`src/rtl/vec_pkg.sv`:
```
// Shared types and constants for the vector-store serializer.
package vec_pkg;

  // Control states of the serializer.
  typedef enum logic [1:0] {
    IDLE  = 2'd0,
    STORE = 2'd1,
    DONE  = 2'd2
  } state_e;

  // Byte stride between consecutive elements in memory.
  localparam int ELEM_BYTES = 4;

  // Default element width and the matching element type.
  localparam int ELEM_W = 32;
  typedef logic [ELEM_W-1:0] elem_t;

endpackage

```
`src/rtl/vector_store_serializer_next_elem.sv`:
```
// Combinational priority encoder: returns the lowest set mask bit at or
// above from_i, plus a found flag. Used only when masked stores are built in.
module vstore_next_elem #(
  parameter int V  = 20,
  parameter int IW = $clog2(V + 1)
) (
  input  logic [V-1:0]  mask_i,
  input  logic [IW-1:0] from_i,
  output logic [IW-1:0] idx_o,
  output logic          found_o
);

  // Scan downward so the lowest qualifying bit is the last one written.
  always_comb begin
    idx_o   = '0;
    found_o = 1'b0;
    for (int i = V - 1; i >= 0; i--) begin
      if (mask_i[i] && (i >= int'(from_i))) begin
        idx_o   = IW'(i);
        found_o = 1'b1;
      end
    end
  end

endmodule

```
`src/rtl/vector_store_serializer.sv`:
```
// Vector-store serializer: captures a full V-element vector and streams it
// to memory one element per accepted valid/ready beat, with incrementing
// byte addresses. Optional masked stores are enabled by defining
// VSTORE_MASK_EN (adds mask_i; cleared elements are skipped at no cycle cost).
module vector_store_serializer #(
  parameter int N          = 32,
  parameter int V          = 20,
  parameter int AW         = 32,
  parameter int ELEM_BYTES = vec_pkg::ELEM_BYTES
) (
  input  logic                CLK,
  input  logic                RST,
  input  logic                start_i,
  input  logic [AW-1:0]       base_addr_i,
  input  logic [V-1:0][N-1:0] vector_i,
`ifdef VSTORE_MASK_EN
  input  logic [V-1:0]        mask_i,
`endif
  output logic                mem_valid_o,
  output logic [AW-1:0]       mem_addr_o,
  output logic [N-1:0]        mem_wdata_o,
  input  logic                mem_ready_i,
  output logic                busy_o,
  output logic                done_o
);

  import vec_pkg::*;

  localparam int IW = $clog2(V + 1);
  localparam logic [IW-1:0] LAST_IDX = IW'(V - 1);

  state_e              state_q, state_d;
  logic [IW-1:0]       idx_q, idx_d;
  logic [AW-1:0]       base_q;
  logic [V-1:0][N-1:0] vec_q;
  logic [IW-1:0]       rd_idx;
  logic                capture;
  logic                accept;

  assign capture = (state_q == IDLE) && start_i;
  assign accept  = (state_q == STORE) && mem_ready_i;

`ifdef VSTORE_MASK_EN
  logic [V-1:0]  mask_q;
  logic [V-1:0]  enc_mask;
  logic [IW-1:0] enc_from;
  logic [IW-1:0] enc_idx;
  logic          enc_found;

  // In IDLE look for the first set bit of the incoming mask; in STORE look
  // strictly above the element currently on the bus.
  assign enc_mask = (state_q == IDLE) ? mask_i : mask_q;
  assign enc_from = (state_q == IDLE) ? '0 : idx_q + IW'(1);

  vstore_next_elem #(.V(V), .IW(IW)) u_next_elem (
    .mask_i  (enc_mask),
    .from_i  (enc_from),
    .idx_o   (enc_idx),
    .found_o (enc_found)
  );
`endif

  // State and element-index register.
  always_ff @(posedge CLK) begin
    if (RST) begin
      state_q <= IDLE;
      idx_q   <= '0;
    end else begin
      state_q <= state_d;
      idx_q   <= idx_d;
    end
  end

  // Vector, base address (and mask) are latched only when a store is accepted in IDLE.
  always_ff @(posedge CLK) begin
    if (RST) begin
      base_q <= '0;
      vec_q  <= '0;
`ifdef VSTORE_MASK_EN
      mask_q <= '0;
`endif
    end else if (capture) begin
      base_q <= base_addr_i;
      vec_q  <= vector_i;
`ifdef VSTORE_MASK_EN
      mask_q <= mask_i;
`endif
    end
  end

  // Next-state and next-index selection.
  always_comb begin
    state_d = state_q;
    idx_d   = idx_q;
    case (state_q)
      IDLE: begin
        if (start_i) begin
`ifdef VSTORE_MASK_EN
          // An empty mask has nothing to write and goes straight to DONE.
          state_d = enc_found ? STORE : DONE;
          idx_d   = enc_idx;
`else
          state_d = STORE;
          idx_d   = '0;
`endif
        end
      end
      STORE: begin
        if (accept) begin
`ifdef VSTORE_MASK_EN
          state_d = enc_found ? STORE : DONE;
          idx_d   = enc_found ? enc_idx : idx_q + IW'(1);
`else
          state_d = (idx_q == LAST_IDX) ? DONE : STORE;
          idx_d   = idx_q + IW'(1);
`endif
        end
      end
      DONE: begin
        state_d = IDLE;
      end
      default: begin
        state_d = IDLE;
        idx_d   = '0;
      end
    endcase
  end

  // Clamp the read index so an end-of-vector index never selects past V-1.
  assign rd_idx = (idx_q < IW'(V)) ? idx_q : '0;

  // Memory-side outputs decoded from the registered state.
  always_comb begin
    mem_valid_o = (state_q == STORE);
    busy_o      = (state_q == STORE) || (state_q == DONE);
    done_o      = (state_q == DONE);
    // Address is base + index*stride; wraps naturally at AW bits.
    mem_addr_o  = base_q + AW'(idx_q) * AW'(ELEM_BYTES);
    mem_wdata_o = (state_q == STORE) ? vec_q[rd_idx] : '0;
  end

endmodule

```
`config.mk`:
```
export PLATFORM = sky130hd
export DESIGN_NAME = vector_store_serializer
export DESIGN_NICKNAME = d
export VERILOG_FILES = /design/src/rtl/vec_pkg.sv /design/src/rtl/vector_store_serializer_next_elem.sv /design/src/rtl/vector_store_serializer.sv
export SDC_FILE = /design/constraint.sdc
export NUM_CORES = 2
export LEC_CHECK = 0
export CORE_AREA = 2 2 291 293
export DETAILED_ROUTE_END_ITERATION = 8
export DIE_AREA = 0 0 293 295
export DONT_BUFFER_PORTS = 1
export PLACE_DENSITY = 0.55
export SLEW_MARGIN = 20
export SYNTH_ARGS = -nofsm -noshare
export SYNTH_HDL_FRONTEND = slang
export SYNTH_SLANG_ARGS = --single-unit
```
`constraint.sdc`:
```
create_clock -name CLK -period 3.5 [get_ports CLK]
set_input_delay 0.525 -clock CLK [delete_from_list [all_inputs] [get_ports CLK]]
set_output_delay 0.525 -clock CLK [all_outputs]
set_load 0.02 [all_outputs]
```
==> impl_metrics.csv <==
group,metric,value,unit
worst_setup_path,crit_fanout,63,
worst_hold_path,hp-class,"in2reg",
yosys,synth_top_cell_by_area,"dfxtp_1",
drt,wl,137,mm
power_and_ir_drop,report.power.total,0.0198,W
yosys,synth_nets,4870,
worst_setup_path,cpMostUsedCell,"buf_12",
sta,max_slew_margin,0.239,
cells_and_area,nNetsFinal,4748,
clock_tree,cts_made_buffers,79,
drt,drc,0,
sta,worst-slew-pin-transition,1.14,ns
cells_and_area,area_delta_synth_final,15.4,%
drt,drt_iter0_drc,2647,
cells_and_area,post-route-util,0.429,
yosys,synth_top_flop_cell,"dfxtp_1",
worst_setup_path,cp_data_required_time,2.97,ns
global_route,antenna_found_initial,35,
worst_setup_path,end_kind,"output pin",
cells_and_area,drive_gt1_frac,0.103,
sta,fin_setup_tns,0,ns
global_route,overflow,0,
drt,routed.top_layer,"met5",
yosys,ys_seq_area_frac,0.440,
placement,dpl.hpwl,99.3,mm
job,cap_violations,0,
worst_setup_path,crit_chain,"buf_12, buf_12, mux2i_1, a21oi_1, o221ai_1, a221oi_2, buf_4",
power_and_ir_drop,powerDensity,555,nW/um^2
sta,finalHoldViolCount,0,
sta,rsz0062_at_grt,"true",
global_route,grt_pass1_wl,190,mm
clock_tree,cts.clk_slew.worst_paths,0.06,ns
drt,wl_per_cell,26.2,microns
power_and_ir_drop,peakVddDrop,387,uV
yosys,synth_top_area_frac,0.440,
clock_tree,numClockSinks,679,
worst_setup_path,crit_type,"reg2out",
clock_tree,cts-root-buf,"clkbuf_16",
yosys,synth_edf_count,0,
worst_setup_path,cp_slowest_stage_delay,0.49,ns
yosys,netlist_area,30900,sq um
status,status,"completed",
worst_setup_path,crit_arrival,2.93,ns
worst_setup_path,crit_path_start_kind,"register",
clock_tree,ctsHtreeMaxLevel,3,
yosys,synth_common_cells,"nand2_1, a21oi_1, dfxtp_1",
sta,finalMaxSlewViolations,0,
drt,wl_met3,11.1,mm
floorplan,dieArea,86400,sq um
drt,wl_met2,64.2,mm
sta,fmax,289,MHz
yosys,ys_types,58,
yosys,yosysMostFrequentCell,"nand2_1",
global_route,grt_pass1_vias,27234,
yosys,synth_area_per_cell,7.39,sq um
worst_setup_path,slowest_stage,"a221oi_2",
sta,fin_crit,3.46,ns
drt,drt.antenna.violating_nets,0,
drt,via_per_inst,5.60,
clock_tree,cts_tree,"yes",
yosys,async_reset_ff_frac,0,
sta,skew,0.0136,ns
floorplan,start_util,0.372,
yosys,ys_warn_count,0,
drt,met1Wirelength,56.2,mm
yosys,synthCells,4184,
power_and_ir_drop,total_leakage_power,12.6,nW
floorplan,rows,106,
yosys,yosys-top-cells-area,"dfxtp_1, nand2_1, a21oi_1",
global_route,grt_max_degree,658,
floorplan,die_y,295,microns
clock_tree,clk-insertion-delay-late,0.62,ns
placement,place.gp.congestion,0.928,
floorplan,die_w,293,microns
placement,portBuffers,0,
clock_tree,clk_path_buf_depth,3,
sta,setup_violations,0,
sta,finalCritPeriodShare,0.988,
drt,dr.pass1.iters,6,
drt,vias,29274,
global_route,track_usage,0.302,
floorplan,coreArea,83200,sq um
yosys,synth_seq_cells,679,
floorplan,ioPinCount,743,
==> cells by family after synthesis <==
family / after synthesis / synth area share
mux: 164 / 0.0548
compound gates: 1164 / 0.214
flops: 679 / 0.440
xor+xnor: 28 / 0.00794
buf+inv: 365 / 0.0528
simple gates: 1774 / 0.226
fa+ha+maj: 10 / 0.00429
==> worst paths after layout <==
path | cells after the start | slack, ns | to | startpoint
min | 2 | 0.03 | vec_q[158] | vector_i[158]
max | 7 | 0.04 | mem_wdata_o[4] | idx_q[1]
min reg2reg | 2 | 0.45 | vec_q[91] | vec_q[91]
max reg2reg | 6 | 1.04 | vec_q[248] | state_q[1]
==> worst max-delay path: cells and delay by family, from the launching register on <==
family | cells | cell delay [ns]
mux | 1 | 0.13
compound gates | 3 | 1.05
flops | 1 | 0.43
buf+inv | 3 | 0.67
==> where the power goes <==
group | switching (W) | total (W) | internal, W
sequential | 0.000477 | 0.00878 | 0.00830
clock | 0.00348 | 0.00846 | 0.00498
combinational | 0.00170 | 0.00255 | 0.000850
==> routing by layer <==
metal,global-route usage,vias to the layer above
li1,-,13888
met1,0.377,14044
met2,0.496,1090
met3,0.0774,236
met4,0.126,16
met5,0,-
==> state kept, by name, indices dropped and copies added, names as in the netlist <==
register  count
state_q       2
vec_q       640
base_q       32
idx_q         5
==> layout make-up <==
type / instances / area [sq um]
Antenna cell: 28 / 70.1
Clock buffer: 111 / 2310
Multi-Input combinational cell: 3140 / 16200
Fill cell: 8719 / 47500
Sequential cell: 679 / 13600
Inverter: 6 / 22.5
Clock inverter: 28 / 318
Timing Repair Buffer: 156 / 1750
Tap cell: 1080 / 1350
==> what timing repair did <==
action / in CTS / in global routing
hold endpoints to repair: 26 / 0
pin swaps: 6 / 5
buffers inserted: 12 / 1
hold buffers: 4 / 0
gates cloned: 4 / 1
setup endpoints to repair: 41 / 29
resized for setup: 75 / 27
==> metrics by stage <==
step	instances	worst slack [ns]	area (sq um)	hold WS, ns
finish	5228	0.0422	35700	0.0317
global route	5219	-0.0790	35600	0.00686
CTS	5198	-0.0682	35400	0.000377
detailed placement	5039	-0.0415	32100	0.446
global placement	5039	-0.0218	32100	0.440
floorplan	4184	0.962	30900	0.432
==> layout by cell type, fill, tap and decap left out, types with 13 or more instances in the layout <==
cell type / instances
dfxtp_1: 674
o221ai_1: 56
clkbuf_1: 13
nor2_1: 178
nand2_1: 1447
a221oi_4: 13
or3_4: 15
clkbuf_8: 17
clkbuf_16: 82
a221oi_2: 17
a21oi_1: 914
diode_2: 28
o21ai_1: 22
or2_2: 31
or3_1: 18
o21ai_0: 45
nor3_1: 34
nand3_1: 15
a211oi_1: 50
a211oi_2: 13
buf_12: 25
buf_4: 107
mux2i_1: 157
(Power assumes the default switching activity.)
